--- config.mk ---
export PLATFORM = sky130hd
export DESIGN_NAME = rotation_parser_flat
export DESIGN_NICKNAME = d
export VERILOG_FILES = /design/src/rtl/rot_pkg.sv /design/src/rtl/rotation_parser_if.sv /design/src/rtl/rot_dec_acc.sv /design/src/rtl/rotation_parser.sv /design/src/flat_wrapper.sv
export SDC_FILE = /design/constraint.sdc
export NUM_CORES = 1
export LEC_CHECK = 0
export ABC_CLOCK_PERIOD_IN_PS = 3900
export CORE_ASPECT_RATIO = 1.25
export CORE_MARGIN = 2
export CORE_UTILIZATION = 55
export DETAILED_ROUTE_END_ITERATION = 7
export PLACE_DENSITY = 0.8
export SKIP_LAST_GASP = 1
export SYNTH_ARGS = -nofsm -noshare
export SYNTH_HDL_FRONTEND = slang
export SYNTH_SLANG_ARGS = --single-unit
--- constraint.sdc ---
create_clock -name clk -period 3.9 [get_ports clk]
set_input_delay 0.39 -clock clk [delete_from_list [all_inputs] [get_ports clk]]
set_output_delay 0.39 -clock clk [all_outputs]
set_load 0.05 [all_outputs]
--- src/rtl/rot_pkg.sv ---
// Shared constants, widths and parser state encoding for the dial pipeline front end.
package rot_pkg;

  localparam int unsigned DIST_W = 16;
  localparam int unsigned CNT_W  = 16;

  localparam logic [7:0] ASCII_L  = 8'h4C;
  localparam logic [7:0] ASCII_R  = 8'h52;
  localparam logic [7:0] ASCII_0  = 8'h30;
  localparam logic [7:0] ASCII_9  = 8'h39;
  localparam logic [7:0] ASCII_LF = 8'h0A;
  localparam logic [7:0] ASCII_CR = 8'h0D;
  localparam logic [7:0] ASCII_SP = 8'h20;

  typedef enum logic [1:0] {
    IDLE   = 2'd0,
    DIGITS = 2'd1,
    EMIT   = 2'd2,
    SKIP   = 2'd3
  } parse_state_t;

  function automatic logic is_digit(input logic [7:0] b);
    return (b >= ASCII_0) && (b <= ASCII_9);
  endfunction

endpackage

--- src/rtl/rotation_parser_if.sv ---
// Byte-in / command-out bundle between the text source, the parser and the dial stage.
interface rotation_parser_if #(
  parameter int unsigned DIST_W = rot_pkg::DIST_W,
  parameter int unsigned CNT_W  = rot_pkg::CNT_W
) ();

  logic              in_valid;
  logic [7:0]        in_data;
  logic              in_ready;
  logic              valid;
  logic              direction;
  logic [DIST_W-1:0] distance;
  logic              ready;
  logic [CNT_W-1:0]  cmd_count;
  logic              err;

  modport master (
    input  in_valid, in_data, ready,
    output in_ready, valid, direction, distance, cmd_count, err
  );

  modport slave (
    output in_valid, in_data, ready,
    input  in_ready, valid, direction, distance, cmd_count, err
  );

endinterface

--- src/rtl/rot_dec_acc.sv ---
// Saturating decimal accumulator: acc <- acc*10 + digit, pinned at all-ones once it overflows.
module rot_dec_acc #(
  parameter int unsigned DIST_W = rot_pkg::DIST_W
) (
  input  logic              clk,
  input  logic              rst_n,
  input  logic              clr,
  input  logic              dig_en,
  input  logic [3:0]        digit,
  output logic [DIST_W-1:0] acc,
  output logic              seen
);

  localparam int unsigned WIDE_W = DIST_W + 4;
  localparam logic [WIDE_W-1:0] MAX_WIDE = WIDE_W'({DIST_W{1'b1}});

  logic [WIDE_W-1:0] wide;

  // max*10+9 still fits in WIDE_W, so a saturated value stays saturated
  always_comb wide = WIDE_W'(acc) * WIDE_W'(10) + WIDE_W'(digit);

  always_ff @(posedge clk or negedge rst_n) begin
    if (!rst_n) begin
      acc  <= '0;
      seen <= 1'b0;
    end else if (clr) begin
      acc  <= '0;
      seen <= 1'b0;
    end else if (dig_en) begin
      acc  <= (wide > MAX_WIDE) ? '1 : DIST_W'(wide);
      seen <= 1'b1;
    end
  end

endmodule

--- src/rtl/rotation_parser.sv ---
// ASCII rotation lines ("L68\n") to direction/distance commands over valid/ready.
// Define ROT_PARSER_ERR_EN to flag malformed lines on err and skip to the next LF.
module rotation_parser #(
  parameter int unsigned DIST_W = rot_pkg::DIST_W,
  parameter int unsigned CNT_W  = rot_pkg::CNT_W
) (
  input logic              clk,
  input logic              rst_n,
  rotation_parser_if.master bus
);

  import rot_pkg::*;

  localparam logic [1:0] S_IDLE   = 2'(IDLE);
  localparam logic [1:0] S_DIGITS = 2'(DIGITS);
  localparam logic [1:0] S_EMIT   = 2'(EMIT);
`ifdef ROT_PARSER_ERR_EN
  localparam logic [1:0] S_SKIP   = 2'(SKIP);
`endif

  logic [1:0]        state, state_n;
  logic              in_ready_q, valid_q;
  logic              dir_q, dir_n;
  logic [DIST_W-1:0] dist_q, dist_n;
  logic [CNT_W-1:0]  cnt_q, cnt_n;
  logic              acc_clr, dig_en, seen, take;
  logic [DIST_W-1:0] acc;
  logic [7:0]        b;
`ifdef ROT_PARSER_ERR_EN
  logic              err_q, err_n;
`endif

  assign b    = bus.in_data;
  assign take = bus.in_valid && in_ready_q;

  rot_dec_acc #(.DIST_W(DIST_W)) u_acc (
    .clk    (clk),
    .rst_n  (rst_n),
    .clr    (acc_clr),
    .dig_en (dig_en),
    .digit  (4'(b - ASCII_0)),
    .acc    (acc),
    .seen   (seen)
  );

  always_ff @(posedge clk or negedge rst_n) begin
    if (!rst_n) begin
      state      <= S_IDLE;
      in_ready_q <= 1'b1;
      valid_q    <= 1'b0;
      dir_q      <= 1'b0;
      dist_q     <= '0;
      cnt_q      <= '0;
`ifdef ROT_PARSER_ERR_EN
      err_q      <= 1'b0;
`endif
    end else begin
      state      <= state_n;
      in_ready_q <= (state_n != S_EMIT);
      valid_q    <= (state_n == S_EMIT);
      dir_q      <= dir_n;
      dist_q     <= dist_n;
      cnt_q      <= cnt_n;
`ifdef ROT_PARSER_ERR_EN
      err_q      <= err_n;
`endif
    end
  end

  always_comb begin
    state_n = state;
    dir_n   = dir_q;
    dist_n  = dist_q;
    cnt_n   = cnt_q;
    acc_clr = 1'b0;
    dig_en  = 1'b0;
`ifdef ROT_PARSER_ERR_EN
    err_n   = err_q;
`endif
    case (state)
      S_IDLE: begin
        if (take) begin
          if (b == ASCII_L || b == ASCII_R) begin
            dir_n   = (b == ASCII_R);
            acc_clr = 1'b1;
            state_n = S_DIGITS;
          end else if (b == ASCII_LF || b == ASCII_CR || b == ASCII_SP) begin
            state_n = S_IDLE;
          end else begin
`ifdef ROT_PARSER_ERR_EN
            err_n   = 1'b1;
            state_n = S_SKIP;
`endif
          end
        end
      end
      S_DIGITS: begin
        if (take) begin
          if (is_digit(b)) begin
            dig_en = 1'b1;
          end else if (b == ASCII_CR) begin
            state_n = S_DIGITS;
          end else if (b == ASCII_LF) begin
            // a digitless line returns to IDLE without a command
            if (seen) begin
              dist_n  = acc;
              state_n = S_EMIT;
            end else begin
              state_n = S_IDLE;
`ifdef ROT_PARSER_ERR_EN
              err_n   = 1'b1;
`endif
            end
          end else begin
`ifdef ROT_PARSER_ERR_EN
            err_n   = 1'b1;
            state_n = S_SKIP;
`endif
          end
        end
      end
      S_EMIT: begin
        if (bus.ready) begin
          cnt_n   = cnt_q + CNT_W'(1);
          state_n = S_IDLE;
        end
      end
`ifdef ROT_PARSER_ERR_EN
      S_SKIP: begin
        if (take && b == ASCII_LF) state_n = S_IDLE;
      end
`endif
      default: state_n = S_IDLE;
    endcase
  end

  assign bus.in_ready  = in_ready_q;
  assign bus.valid     = valid_q;
  assign bus.direction = dir_q;
  assign bus.distance  = dist_q;
  assign bus.cmd_count = cnt_q;
`ifdef ROT_PARSER_ERR_EN
  assign bus.err       = err_q;
`else
  assign bus.err       = 1'b0;
`endif

endmodule

--- src/flat_wrapper.sv ---
// flat-port wrapper written by rule: the top's interface ports become plain ports
module rotation_parser_flat import rot_pkg::*;
#(
  parameter int unsigned DIST_W = rot_pkg::DIST_W,
  parameter int unsigned CNT_W  = rot_pkg::CNT_W
)
  (clk, rst_n, bus_in_valid, bus_in_data, bus_ready, bus_in_ready, bus_valid, bus_direction, bus_distance, bus_cmd_count, bus_err);
  rotation_parser_if #(.DIST_W(DIST_W), .CNT_W(CNT_W)) bus_i ();
  input logic clk;
  input logic rst_n;
  input wire logic [$bits(bus_i.in_valid)-1:0] bus_in_valid;
  input wire logic [$bits(bus_i.in_data)-1:0] bus_in_data;
  input wire logic [$bits(bus_i.ready)-1:0] bus_ready;
  output wire logic [$bits(bus_i.in_ready)-1:0] bus_in_ready;
  output wire logic [$bits(bus_i.valid)-1:0] bus_valid;
  output wire logic [$bits(bus_i.direction)-1:0] bus_direction;
  output wire logic [$bits(bus_i.distance)-1:0] bus_distance;
  output wire logic [$bits(bus_i.cmd_count)-1:0] bus_cmd_count;
  output wire logic [$bits(bus_i.err)-1:0] bus_err;
  assign bus_i.in_valid = bus_in_valid;
  assign bus_i.in_data = bus_in_data;
  assign bus_i.ready = bus_ready;
  assign bus_in_ready = bus_i.in_ready;
  assign bus_valid = bus_i.valid;
  assign bus_direction = bus_i.direction;
  assign bus_distance = bus_i.distance;
  assign bus_cmd_count = bus_i.cmd_count;
  assign bus_err = bus_i.err;
  rotation_parser #(.DIST_W(DIST_W), .CNT_W(CNT_W)) u_core (.clk(clk), .rst_n(rst_n), .bus(bus_i));
endmodule
After elaboration in Yosys (flattened, before gate mapping) --
Index checks and enable logic that the tools add are counted.
Cells by class: eq/ne operators 9, shift-type cells 0, add/sub/neg operators 3, multiply operators 1, order comparisons 3, div/mod/pow operators 0, reductions and logical operators 10, bitwise operators 2, multiplexer cells 21
Operators by type and width (number):
- 16-bit two-way mux | 3
- 20-bit by 4-bit adder with 20-bit output | 1
- 20-bit by 16-bit > comparator with 1-bit output (second input constant) | 1
- 16-bit by 3-bit multiplier with 19-bit output (second input constant) | 1
- 2-bit two-way mux | 9
- 16-bit by 1-bit adder with 16-bit output (second input constant) | 1
- 8-bit by 4-bit equality test with 1-bit output (second input constant) | 2
- 8-bit by 7-bit equality test with 1-bit output (second input constant) | 2
- 8-bit by 6-bit equality test with 1-bit output (second input constant) | 1
- 8-bit by 6-bit >= comparator with 1-bit output (second input constant) | 1
- 8-bit by 6-bit less-or-equal comparator with 1-bit output (second input constant) | 1
- 1-bit two-way mux | 8
- 2-bit one-hot mux with 3 select lines | 1
- 6-bit AND reduction | 1
- 2-bit equality test (second input constant) | 2
- 4-bit by 1-bit subtractor with 4-bit output (second input constant) | 1
- 1-bit logical OR | 3
- 3-bit AND reduction | 1
- 2-bit by 1-bit equality test with 1-bit output (second input constant) | 1
- 1-bit logical AND | 2
- 2-bit zero test | 1
- 2-bit inequality test (second input constant) | 1
- 1-bit inverter | 2
- 2-bit AND reduction | 1
- 2-bit nonzero test | 1
Word-level totals: ROM bits 0, output and inout bits 36, word-level logic and storage cells 57, memories 0, RAM bits 0, bits of input ports 12, bits in latches 0, register bits after elaboration 54

Logic depth before layout (Yosys ltp) --
Gate-level depths: netlist (run 1).
word-level depth 8, mapped depth 13, mapped depth without buffers 12

Cells and area by module --
From an unflattened synthesis (run 1), not the netlist that was laid out.
Second synthesis, totals: cell total of the unflattened synthesis 349, area total of the unflattened synthesis 3657.3 µm²
Modules (own cells, without submodules):
- rot_dec_acc | area an instance 2030.7 µm², times used 1, sequential area each 425.4 µm², cells an instance 220
- rotation_parser | area an instance 1626.6 µm², times used 1, sequential area each 927.1 µm², cells an instance 129

Least setup slack after synthesis (run 1) --
Ideal clock, no wire load.
path kind register -> register, start register u_core.u_acc.acc[1], end register u_core.u_acc.acc[15], stages on the path, launching flop included 14, buffers on the path 1, setup slack 771 ps, data required time 3770 ps, library setup time 130 ps, clock period less this slack 3129 ps, arrival 2999 ps, path through dfrtp_1 > ha_1 > ha_1 > inv_1 > fa_1 > xnor2_1 > nand3b_1 > nor4_1 > nand2_1 > nor3_4 > nand4_2 > mux2i_4 > buf_6 > a31oi_1
On the way: longest elaborated chain between the ends 6
Ends and longest elaborated chain:
- from (decl) | line rot_dec_acc.sv:10 | output logic [DIST_W-1:0] acc,
- from (signal assigned) | line rot_dec_acc.sv:30 | acc <= (wide > MAX_WIDE) ? '1 : DIST_W'(wide);
- 16-bit by 3-bit multiplier with 19-bit output * | line rot_dec_acc.sv:20 | always_comb wide = WIDE_W'(acc) * WIDE_W'(10) + WIDE_W'(digit);
- 20-bit by 4-bit adder with 20-bit output * | line rot_dec_acc.sv:20
- 20-bit by 16-bit > comparator with 1-bit output | line rot_dec_acc.sv:30
- 16-bit two-way mux * | line rot_dec_acc.sv:30
- 16-bit two-way mux * | line rot_dec_acc.sv:29 | end else if (dig_en) begin
- 16-bit two-way mux * | line rot_dec_acc.sv:26 | end else if (clr) begin
Every way passes the cells marked *; elsewhere a longest branch is shown, timed or not. The select of a mux whose other input is x is not followed. A chain may end at the register's enable or synchronous reset.

Worst setup path in the final report (run 1) --
start register u_core.u_acc.acc[1], end register u_core.u_acc.acc[14]
Same word-level chain as after synthesis.

==> results by group, run 1 <==
Routing
  – Via/cell ratio: 5.804
  – Met2 routed wirelength: about 3600 µm
  – Drt pass-1 iters: 4
  – Final ANT Viol Nets: 0
  – Met3 WL: 221 µm
  – Drt drc: 0
  – DR iter-0 viols: 99
  – Via count: approximately 2700
  – Top sig layer: met4
  – Drt wl/cell: 15.42 µm
  – WL met1: about 3300 µm
  – Final wirelength: slightly above 7000 µm

Global route
  – Grt total ovfl: 0
  – Largest net degree at the start of global routing: 33
  – GRT Total Usage: 0.2226
  – Number of global-route vias before repair: approximately 2600
  – First-pass GRT wire length: between 10000 and 15000 µm
  – Initial antenna violation count: 0

Final layout
  – Final core occ: 0.6715
  – Fillers: 493
  – ANT cells: 0
  – Register area: around 1400 µm²
  – P&R area growth vs syn: 18.18%
  – Final layout net count: between 400 and 500
  – Layout cells sized above 1: 0.1184
  – Area of the multi-input gates: 2056 µm²

Floorplan
  – Die Y: 93.23 µm
  – Core area: just over 6000 µm²
  – Die area: roughly 7000 µm²
  – Initial Util: 0.5682
  – I/O pin count: 48
  – # rows: 32
  – Die W: 75.39 µm

Timing
  – RSZ-0062 raised after global routing: no
  – Tcrit/Tclk final: 0.9095
  – Worst Skew: ~0.0043 ns
  – Total negative slack: 0 ns
  – Least-Margin Pin Slew: 0.6038 ns
  – Final worst path period need: 3.547 ns
  – Count of final max-slew check failures: 0
  – Endpoints failing hold: 0
  – Worst slew margin: 0.5975
  – Fmax: 281.9 MHz
  – Worst hold slack: around 0.035 ns
  – Final Setup Violations: 0

Critical path
  – Crit path max fanout: 16
  – R2R cell count: 12
  – Critical Path RT: between 4 and 5 ns
  – CP arrival: between 3 and 4 ns
  – Crit. End Element: flip-flop
  – WS Path Type: reg2reg
  – Startpoint types: flip-flop

Clock network
  – Post_cts resized: 0
  – Post-CTS setup buffers: 0
  – CTS Buf Count: 5
  – Clock tree buffer depth: 2
  – CTS tree: done
  – Clk root buf: clkbuf_8
  – H-Tree Depth: 2
  – CTS Sinks: 54
  – # hold bufs at CTS: 0
  – Reg clk slew, reported paths: approximately 0.09 ns
  – Skew-Pair Late Insertion Delay: roughly 0.30 ns

Synth
  – Yosys cell types: 66
  – Async SR Flop Fraction: 1.000
  – Syn. warnings: 0
  – Mapped Cells: between 300 and 400
  – Synth Cell Area: roughly 3500 µm²
  – Seq cells post-synth: 54
  – Post-synth top flop: dfrtp_1
  – Sequential element share of the synthesized area: 0.3861
  – EDFF count, synth: 0
  – Synthesized Nets: around 380
  – Syn_area_per_cell: between 10 and 15 µm²

Hold path
  – Worst hold path class: in2async

Place
  – Dpl hpwl: roughly 5500 µm
  – Number of port buffers: 46
  – Placer Congestion: a little over 0.8

Pwr
  – Clock Power Share: 0.287
  – P_sw: 396.3 µW
  – Internal: between 900 and 1000 µW
  – Switching fraction of total power: 0.3044
  – Flop pwr share: 0.471
  – P_leak: approximately 0.0019 µW
  – P per Cell Area: about 310 nW/µm²
  – Worst vdd ir: approximately 0.18 mV
  – Comb pwr share: 0.242

Run
  – Max Cap Viol: 0

Status
  – Status: completed
## registers in the layout, indices dropped and copies added (netlist names)
name and flops:
u_core.bus.cmd_count 16, u_core.bus.distance 16, u_core.u_acc.acc 16, u_core.state 2, u_core.bus.direction 1, u_core.bus.in_ready 1
u_core.bus.valid 1, u_core.u_acc.seen 1
## stage by stage
| step | setup WS, ns | instances | area [µm²] | total power [µW] |
|---|---|---|---|---|
| after global placement | 0.4817 | 457 | 4030 | 926.2 |
| after detailed placement | 0.4161 | 457 | 4030 | 937.9 |
| after floorplan | 0.7706 | 335 | 3503 | 856.0 |
| after global routing | 0.06739 | 465 | 4140 | 1372 |
| final | 0.3530 | 465 | 4140 | 1302 |
| after CTS | 0.3404 | 465 | 4140 | 1308 |
## metal layers
layer | vias to the layer above | track usage
met1 | 1325 | 0.3104
met3 | 5 | 0.02694
met4 | 0 | 0.05556
met5 | - | 0
li1 | 1321 | -
met2 | 48 | 0.3645
## layout by cell type (no fill, tap or decap), types with 13 or more instances in the layout
cell	count
a21oi_1	24
nand2_1	16
xnor2_1	23
xor2_1	13
nor2_1	21
clkdlybuf4s50_1	45
a31oi_1	16
ha_1	32
mux2_2	17
dfrtp_1	53
## path summary, 6_finish.rpt
check	from	end	slack (ns)
hold reg to reg	u_core.bus.cmd_count[15]$_DFFE_PN0P_	u_core.bus.cmd_count[15]$_DFFE_PN0P_	0.47
min in group clk	u_core.bus.cmd_count[15]$_DFFE_PN0P_	u_core.bus.cmd_count[15]$_DFFE_PN0P_	0.47
hold / removal	rst_n	u_core.bus.cmd_count[11]$_DFFE_PN0P_	0.03
max in group asynchronous	rst_n	u_core.bus.in_ready$_DFF_PN1_	3.04
setup / recovery	u_core.u_acc.acc[1]$_DFFE_PN0P_	u_core.u_acc.acc[14]$_DFFE_PN0P_	0.35
setup reg to reg	u_core.u_acc.acc[1]$_DFFE_PN0P_	u_core.u_acc.acc[14]$_DFFE_PN0P_	0.35
## power groups by stage
| stage | logic [µW] | registers (µW) | clock network [µW] |
|---|---|---|---|
| global route | 352 | 617 | 402 |
| detailed placement | 314 | 624 | 0 |
| CTS | 316 | 613 | 379 |
| global placement | 303 | 623 | 0 |
| finish | 315 | 613 | 373 |
| floorplan | 231 | 625 | 0 |
## area by class of cell
class,count,area share
Multi-Input combinational cell,259,0.4965
Timing Repair Buffer,49,0.1154
Inverter,10,0.009066
Clock buffer,6,0.01753
Sequential cell,54,0.3267
Clock inverter,2,0.009066
Tap cell,85,0.02569
## Yosys cell counts (2+ instances only)
cell type  count  area [µm²]
mux2_2        17       191.4
inv_1         10       37.54
clkbuf_2       2       10.01
and3_1         3       18.77
buf_2          3       15.01
clkbuf_1       4       15.01
xor2_1        13       113.9
nand2b_1       3       18.77
a31oi_1       16       100.1
dfrtp_1       53        1326
o21a_1         3       22.52
and4_1         2       17.52
nor3_1         5       25.02
nand3_1       10       50.05
a21oi_1       24       120.1
a21o_1         4       30.03
xnor2_1       23       201.4
nand2_1       16       60.06
nor2b_1        6       37.54
o21ai_1        2       10.01
nor2_1        21       78.83
o21ai_0       10       50.05
o211ai_1       2       15.01
or2_2          3       18.77
nand3b_1       2       15.01
nand4b_1       2       17.52
fa_1           2       40.04
nor3b_1        3       22.52
ha_1          32       400.4
nor4_1         3       18.77
## critical path, cell delays in order (launching register included)
cell      delay [ns]
dfrtp_1         0.45
ha_1            0.31
ha_1            0.18
inv_1           0.06
fa_1            0.39
xnor2_1         0.24
nand3b_1        0.13
nor4_1          0.49
nand2_1         0.18
nor3_4          0.20
nand4_2         0.15
mux2i_4         0.46
a31oi_1         0.17
## kinds of logic (layout without fill, tap and decap cells)
logic type	after synthesis	count (layout)	share of synthesized area
other cells	1	1	0.001070
mux	19	19	0.06393
compound gates	81	81	0.1593
flops	54	54	0.3861
buf+inv	22	67	0.02857
simple gates	87	87	0.1407
xor+xnor	37	37	0.09464
fa+ha+maj	34	34	0.1257
Note: power is estimated with default switching activity, not from simulation.
==> run 2: changes to the inputs <==
--- a/config.mk
+++ b/config.mk
@@ -8,10 +8,11 @@
 export ABC_CLOCK_PERIOD_IN_PS = 3900
 export CORE_ASPECT_RATIO = 1.25
 export CORE_MARGIN = 2
-export CORE_UTILIZATION = 55
+export CORE_UTILIZATION = 56
 export DETAILED_ROUTE_END_ITERATION = 7
-export PLACE_DENSITY = 0.8
+export PLACE_DENSITY = 0.81
 export SKIP_LAST_GASP = 1
 export SYNTH_ARGS = -nofsm -noshare
 export SYNTH_HDL_FRONTEND = slang
+export SYNTH_HIERARCHICAL = 1
 export SYNTH_SLANG_ARGS = --single-unit
==> results by group, run 2 <==
Critical path
  – CP arrival: 3.78 ns (+0.07 ns)
  – Crit. End Element: flip-flop
  – WS Path Type: reg2reg
  – Startpoint types: flip-flop
  – Crit path max fanout: 16 (unchanged)
  – Critical Path RT: 4.11 ns (+0.05 ns)

Clock network
  – Post-CTS setup buffers: 0 (unchanged)
  – H-Tree Depth: 2 (unchanged)
  – Clk root buf: clkbuf_8
  – Reg clk slew, reported paths: 0.11 ns (+0.02 ns)
  – Clock tree buffer depth: 2 (unchanged)
  – Skew-Pair Late Insertion Delay: 0.31 ns (about the same)
  – CTS tree: done
  – CTS Sinks: 54 (unchanged)
  – CTS Buf Count: 5 (unchanged)

Final layout
  – Commonest non-fill, non-tap cell in the layout: dfrtp_1
  – Area of the multi-input gates: 2181 µm² (+6.1%)
  – Fillers: 492 (-0.20%)
  – Most frequent cells in the layout: dfrtp_1, clkdlybuf4s50_1, nor2_1, ha_1, nand2_1
  – ANT cells: 0 (unchanged)
  – Design area: 4282 µm² (+3.4%)
  – Layout cells sized above 1: 0.1552 (+0.03680)
  – P&R area growth vs syn: 17.07%
  – Final layout net count: 438 (+3.1%)
  – Register area: 1353 µm² (unchanged)

Routing
  – Via count: 2819 (+4.4%)
  – Top sig layer: met4
  – Met3 WL: 248 µm (+12%)
  – WL met1: 3387 µm (+3.7%)
  – DR iter-0 viols: 100 (+1.0%)
  – Met2 routed wirelength: 3978 µm (+10%)
  – Final ANT Viol Nets: 0 (unchanged)
  – Via/cell ratio: 5.897 (+1.6%)
  – Drt wl/cell: 16.27 µm (+5.5%)
  – Drt drc: 0 (unchanged)
  – Final wirelength: 7779 µm (+8.5%)
  – Drt pass-1 iters: 4 (unchanged)

Place
  – Post-Place Setup Slack: 0.3166 ns (-0.09942 ns)
  – Placer Congestion: 0.8777 (+7.8%)
  – Dpl cell area: 4148 µm² (+2.9%)
  – Dpl hpwl: 6017 µm (+8.8%)
  – Number of port buffers: 46 (unchanged)

Pwr
  – Worst vdd ir: 0.1441 mV (-18%)
  – Pwr Total: 1317 µW (+1.2%)
  – Internal: 908.4 µW (+0.33%)
  – Comb pwr share: 0.243 (about the same)
  – P_leak: 0.002047 µW (+5.7%)
  – P per Cell Area: 307.6 nW/µm² (-2.2%)
  – Flop pwr share: 0.466 (-0.005)
  – P_sw: 408.6 µW (+3.1%)
  – Switching fraction of total power: 0.3103 (+0.005841)
  – Clock Power Share: 0.292 (+0.005)

Synth
  – Syn. warnings: 6 (+6)
  – EDFF count, synth: 0 (unchanged)
  – Area leader, netlist: dfrtp_1
  – Yosys top cell area share: 0.3626 (-0.01593)
  – Seq cells post-synth: 54 (unchanged)
  – Synth Cell Area: 3657 µm² (+4.4%)
  – Mapped Cells: 349 (+4.2%)
  – Async SR Flop Fraction: 1.000 (unchanged)
  – Post-synth top flop: dfrtp_1
  – Synth top area cells: dfrtp_1, ha_1, xnor2_1
  – Sequential element share of the synthesized area: 0.3698 (-0.01625)
  – Most common cell in the netlist: dfrtp_1
  – Yosys cell types: 63 (-4.5%)
  – Syn_area_per_cell: 10.48 µm² (+0.21%)
  – Synthesized Nets: 395 (+3.7%)
  – Synth cell count leaders: dfrtp_1, nor2_1, ha_1

Floorplan
  – Die area: 7197 µm² (+2.4%)
  – Core area: 6246 µm² (+1.3%)
  – # rows: 32 (unchanged)
  – I/O pin count: 48 (unchanged)
  – Die W: 76.28 µm (+1.2%)
  – Initial Util: 0.5855 (+0.01736)
  – Die Y: 94.35 µm (+1.2%)

Global route
  – Grt total ovfl: 0 (unchanged)
  – First-pass GRT wire length: 13650 µm (+10%)
  – GRT Total Usage: 0.2337 (+0.01112)
  – Initial antenna violation count: 0 (unchanged)
  – Largest net degree at the start of global routing: 42 (+27%)
  – Number of global-route vias before repair: 2883 (+9.7%)

Timing
  – Total negative slack: 0 ns (unchanged)
  – Final worst slack: 0.3293 ns (-0.02369 ns)
  – Worst hold slack: 0.4720 ns (+0.4372 ns)
  – RSZ-0062 raised after global routing: no
  – Least-Margin Pin Slew: 0.9318 ns (+0.3280 ns)
  – Fmax: 280.1 MHz (-0.66%)
  – Final Setup Violations: 0 (unchanged)
  – Final worst path period need: 3.571 ns (+0.02368 ns)
  – Endpoints failing hold: 0 (unchanged)
  – Tcrit/Tclk final: 0.9156 (+0.006073)
  – Worst slew margin: 0.3788 (-0.2187)
  – Worst Skew: 0.01222 ns (+0.007885 ns)
  – Count of final max-slew check failures: 0 (unchanged)

Hold path
  – Worst hold path class: reg2reg

Run
  – Max Cap Viol: 0 (unchanged)

Status
  – Status: completed
run 2: changes by cell type after synthesis, moves of 8 or more:
cell and delta:
mux2_2 -8, a211oi_2 +12, nor2_1 +13, a21oi_1 -16, a31oi_1 -14
run 2: final cells by class:
| cell class | count | area share |
|---|---|---|
| multi-input combinational | 270 | 0.5094 |
| sequential | 54 | 0.3159 |
| timing repair buffer | 49 | 0.1122 |
| tap | 85 | 0.02484 |
| clock buffer | 5 | 0.01607 |
| clock inverter | 3 | 0.01110 |
| inverter | 12 | 0.01052 |
run 2: routing by layer:
metal | global-route usage | vias to the layer above
met1 | 0.2838 | 1379
met3 | 0.03633 | 14
met4 | 0.08788 | 0
met2 | 0.4218 | 75
met5 | 0 | -
li1 | - | 1351
run 2: final timing paths:
path                                                            from                                    to  slack, ns  depth (start not counted)
worst max register to register       u_core/u_acc/acc[1]$_DFFE_PN0P_       u_core/u_acc/acc[2]$_DFFE_PN0P_       0.33                         11
max in group asynchronous                                      rst_n   u_core/bus.distance[14]$_DFFE_PN0P_       2.61                          3
worst min register to register  u_core/bus.cmd_count[15]$_DFFE_PN0P_  u_core/bus.cmd_count[15]$_DFFE_PN0P_       0.47                          1
min in group asynchronous                                      rst_n             u_core/state[0]$_DFF_PN0_       0.49                          2
worst min-delay path            u_core/bus.cmd_count[15]$_DFFE_PN0P_  u_core/bus.cmd_count[15]$_DFFE_PN0P_       0.47                          1
worst max-delay path                 u_core/u_acc/acc[1]$_DFFE_PN0P_       u_core/u_acc/acc[2]$_DFFE_PN0P_       0.33                         11
run 2: cells by family after synthesis:
logic type / Yosys count / synth area share
flip-flops: 54 / 0.3698
other: 1 / 0.001025
buffers and inverters: 25 / 0.03592
multiplexers: 17 / 0.05919
XOR/XNOR: 33 / 0.08519
adder cells (fa/ha/maj): 34 / 0.1204
AND/OR/NAND/NOR: 116 / 0.1711
AO/OA/AOI/OAI: 69 / 0.1574
run 2: power groups by stage:
stage | combinational [µW] | sequential [µW] | clock (µW)
after floorplan | 234 | 619 | 0
after global placement | 304 | 622 | 0
after detailed placement | 315 | 623 | 0
after CTS | 318 | 613 | 392
after global routing | 356 | 617 | 420
final | 320 | 613 | 384
run 2: worst max-delay path, cell delays in order (launching register included):
cell      delay [ns]
dfrtp_1         0.46
ha_1            0.33
ha_1            0.23
inv_1           0.07
fa_1            0.45
nand2b_1        0.18
nor3_1          0.31
nand4b_2        0.22
nor4b_4         0.38
a31oi_1         0.15
o221a_4         0.40
a211oi_1        0.29
run 2: what timing repair did:
item                                   4_1_cts  5_1_grt
resized for setup                            0        1
hold buffers                                 1        0
endpoints found under the hold margin       12        0
setup endpoints to repair                    0       16
run 2: stage by stage:
stage               cells    util
floorplan             349       -
global placement      469  0.6641
detailed placement    469  0.6641
CTS                   478  0.6843
global route          478  0.6855
finish                478  0.6855
==> run 3: changes to the inputs <==
--- a/config.mk
+++ b/config.mk
@@ -8,9 +8,10 @@
 export ABC_CLOCK_PERIOD_IN_PS = 3900
 export CORE_ASPECT_RATIO = 1.25
 export CORE_MARGIN = 2
-export CORE_UTILIZATION = 56
+export CORE_UTILIZATION = 58
+export CTS_BUF_LIST = sky130_fd_sc_hd__clkbuf_4
 export DETAILED_ROUTE_END_ITERATION = 7
-export PLACE_DENSITY = 0.81
+export PLACE_DENSITY = 0.83
 export SKIP_LAST_GASP = 1
 export SYNTH_ARGS = -nofsm -noshare
 export SYNTH_HDL_FRONTEND = slang
==> results by group, run 3 (synthesis gave the netlist of run 2 again) <==
Routing
  – Final wirelength: 7418 µm (-4.6%)
  – Final ANT Viol Nets: 0 (unchanged)
  – Top sig layer: met4
  – DR iter-0 viols: 124 (+24%)
  – Met3 WL: 177 µm (-29%)
  – WL met1: 3317 µm (-2.1%)
  – Met2 routed wirelength: 3837 µm (-3.5%)
  – Via/cell ratio: 5.810 (-1.5%)
  – Via count: 2777 (-1.5%)
  – Drt drc: 0 (unchanged)
  – Drt wl/cell: 15.52 µm (-4.6%)
  – Drt pass-1 iters: 5 (+1)

Timing
  – Total negative slack: 0 ns (unchanged)
  – Tcrit/Tclk final: 0.9262 (+0.01062)
  – Final worst path period need: 3.612 ns (+0.04142 ns)
  – Worst slew margin: 0.4172 (+0.03845)
  – Count of final max-slew check failures: 0 (unchanged)
  – RSZ-0062 raised after global routing: no
  – Endpoints failing hold: 0 (unchanged)
  – Final Setup Violations: 0 (unchanged)
  – Least-Margin Pin Slew: 0.8742 ns (-0.05767 ns)
  – Worst Skew: 0.009374 ns (-0.002849 ns)
  – Fmax: 276.8 MHz (-1.1%)

Global route
  – Initial antenna violation count: 0 (unchanged)
  – Number of global-route vias before repair: 2771 (-3.9%)
  – Largest net degree at the start of global routing: 46 (+9.5%)
  – First-pass GRT wire length: 12660 µm (-7.2%)
  – Grt total ovfl: 0 (unchanged)
  – GRT Total Usage: 0.2296 (-0.004122)

Floorplan
  – # rows: 32 (unchanged)
  – Die W: 75.03 µm (-1.6%)
  – Core area: 6126 µm² (-1.9%)
  – Die area: 6961 µm² (-3.3%)
  – Initial Util: 0.5970 (+0.01148)
  – Die Y: 92.78 µm (-1.7%)
  – I/O pin count: 48 (unchanged)

Clock network
  – Post-CTS setup buffers: 0 (unchanged)
  – Post_cts resized: 0 (unchanged)
  – Skew-Pair Late Insertion Delay: 0.37 ns (+0.06 ns)
  – Clk root buf: clkbuf_4
  – CTS tree: done
  – CTS Buf Count: 5 (unchanged)
  – Reg clk slew, reported paths: 0.16 ns (+0.05 ns)
  – Clock tree buffer depth: 2 (unchanged)
  – H-Tree Depth: 2 (unchanged)
  – CTS Sinks: 54 (unchanged)

Critical path
  – Critical Path RT: 4.13 ns (+0.02 ns)
  – Crit. End Element: flip-flop
  – WS Path Type: reg2reg
  – WP depth: 12 (+1)
  – Reg-to-reg slack, setup: 0.29 ns (-0.04 ns)
  – CP max-delay cell: dfrtp_1
  – Worst path bufs/invs: 1 (unchanged)
  – CP top delay family: compound AO/OA/AOI/OAI gates
  – Startpoint types: flip-flop
  – Crit-path max cell delay: 0.47 ns (about the same)
  – R2R Path Start: u_core/u_acc/acc[1]$_DFFE_PN0P_
  – Crit path max fanout: 16 (unchanged)
  – Worst flop-to-flop path endpoint: u_core/u_acc/acc[3]$_DFFE_PN0P_
  – CP arrival: 3.84 ns (+0.06 ns)
  – Crit-path cells: ha_1 > ha_1 > inv_1 > fa_1 > nand2b_1 > a211oi_2 > o2111ai_1 > a211oi_2 > nand2_1 > and4bb_1 > o221a_4 > a211oi_1
  – R2R cell count: 12 (+1)

Pwr
  – P_leak: 0.002016 µW (-1.5%)
  – P per Cell Area: 280.2 nW/µm² (-8.9%)
  – Pwr Total: 1182 µW (-10%)
  – Worst vdd ir: 0.1788 mV (+24%)

Final layout
  – Most frequent cells in the layout: dfrtp_1, clkdlybuf4s50_1, nor2_1, ha_1, nand2_1
  – Fillers: 472 (-4.1%)
  – Layout cells sized above 1: 0.1552 (unchanged)
  – Final layout net count: 438 (unchanged)
  – Commonest non-fill, non-tap cell in the layout: dfrtp_1
  – ANT cells: 0 (unchanged)
  – P&R area growth vs syn: 15.36%

Place
  – Placer Congestion: 0.8913 (+1.5%)
  – Dpl hpwl: 5709 µm (-5.1%)
  – Number of port buffers: 46 (unchanged)

Run
  – Max Cap Viol: 0 (unchanged)

Status
  – Status: completed

Hold path
  – Worst hold path class: in2async
-- run 3: changes by cell type in the layout (fill, tap and decap cells not counted), sizes merged --
cell      previous run  this run
bufinv               1         0
clkinv               1         0
clkinvlp             0         2
-- run 3: report_power, final --
part           internal (µW)  switching, µW
logic                    133            184
clock network           72.6            180
registers                581           32.0
total                    787            395
-- run 3: how the worst max path moves through the flow --
stage | slack (ns) | end | startpoint
after floorplan | 0.63 | u_core/u_acc/acc[10]$_DFFE_PN0P_ | u_core/u_acc/acc[1]$_DFFE_PN0P_
after global placement | 0.45 | u_core/u_acc/acc[0]$_DFFE_PN0P_ | u_core/u_acc/acc[1]$_DFFE_PN0P_
after detailed placement | 0.32 | u_core/u_acc/acc[4]$_DFFE_PN0P_ | u_core/u_acc/acc[1]$_DFFE_PN0P_
after CTS | 0.30 | u_core/u_acc/acc[3]$_DFFE_PN0P_ | u_core/u_acc/acc[1]$_DFFE_PN0P_
after global routing | 0.06 | u_core/u_acc/acc[2]$_DFFE_PN0P_ | u_core/u_acc/acc[1]$_DFFE_PN0P_
final | 0.29 | u_core/u_acc/acc[3]$_DFFE_PN0P_ | u_core/u_acc/acc[1]$_DFFE_PN0P_
-- run 3: metrics by stage --
step / cells / area [µm²] / utilization / hold WS, ns / setup WS [ns]
after floorplan: 349 / 3657 / - / 0.09441 / 0.6321
after global placement: 469 / 4148 / 0.6771 / 0.2572 / 0.4467
after detailed placement: 469 / 4148 / 0.6771 / 0.2615 / 0.3216
after CTS: 478 / 4219 / 0.6887 / 0.3768 / 0.3048
after global routing: 478 / 4219 / 0.6887 / 0.3891 / 0.05786
final: 478 / 4219 / 0.6887 / 0.3793 / 0.2879
-- run 3: worst reg2reg max path: cells and delay by family, from the launching register on --
| family | cells | cell delay (ns) |
|---|---|---|
| buf+inv | 1 | 0.06 |
| fa+ha+maj | 3 | 0.87 |
| compound gates | 5 | 1.50 |
| simple gates | 3 | 0.57 |
| flops | 1 | 0.47 |
-- run 3: per-layer routing --
metal | GRT usage | vias up
met1 | 0.3057 | 1365
li1 | - | 1352
met3 | 0.02503 | 7
met5 | 0 | -
met2 | 0.3918 | 53
met4 | 0.05804 | 0
-- run 3: final cells by class --
cell class / instances / area [µm²] / area share
Clock buffer: 5 / 37.54 / 0.008897
Clock inverter: 3 / 23.77 / 0.005635
Inverter: 12 / 45.04 / 0.01068
Multi-Input combinational cell: 270 / 2173 / 0.5151
Sequential cell: 54 / 1353 / 0.3206
Tap cell: 85 / 106.4 / 0.02521
Timing Repair Buffer: 49 / 480.5 / 0.1139
-- run 3: what timing repair did --
item | in CTS | in global routing
hold buffers | 1 | 0
endpoints found under the hold margin | 9 | 0
endpoints found under the setup margin | 0 | 0
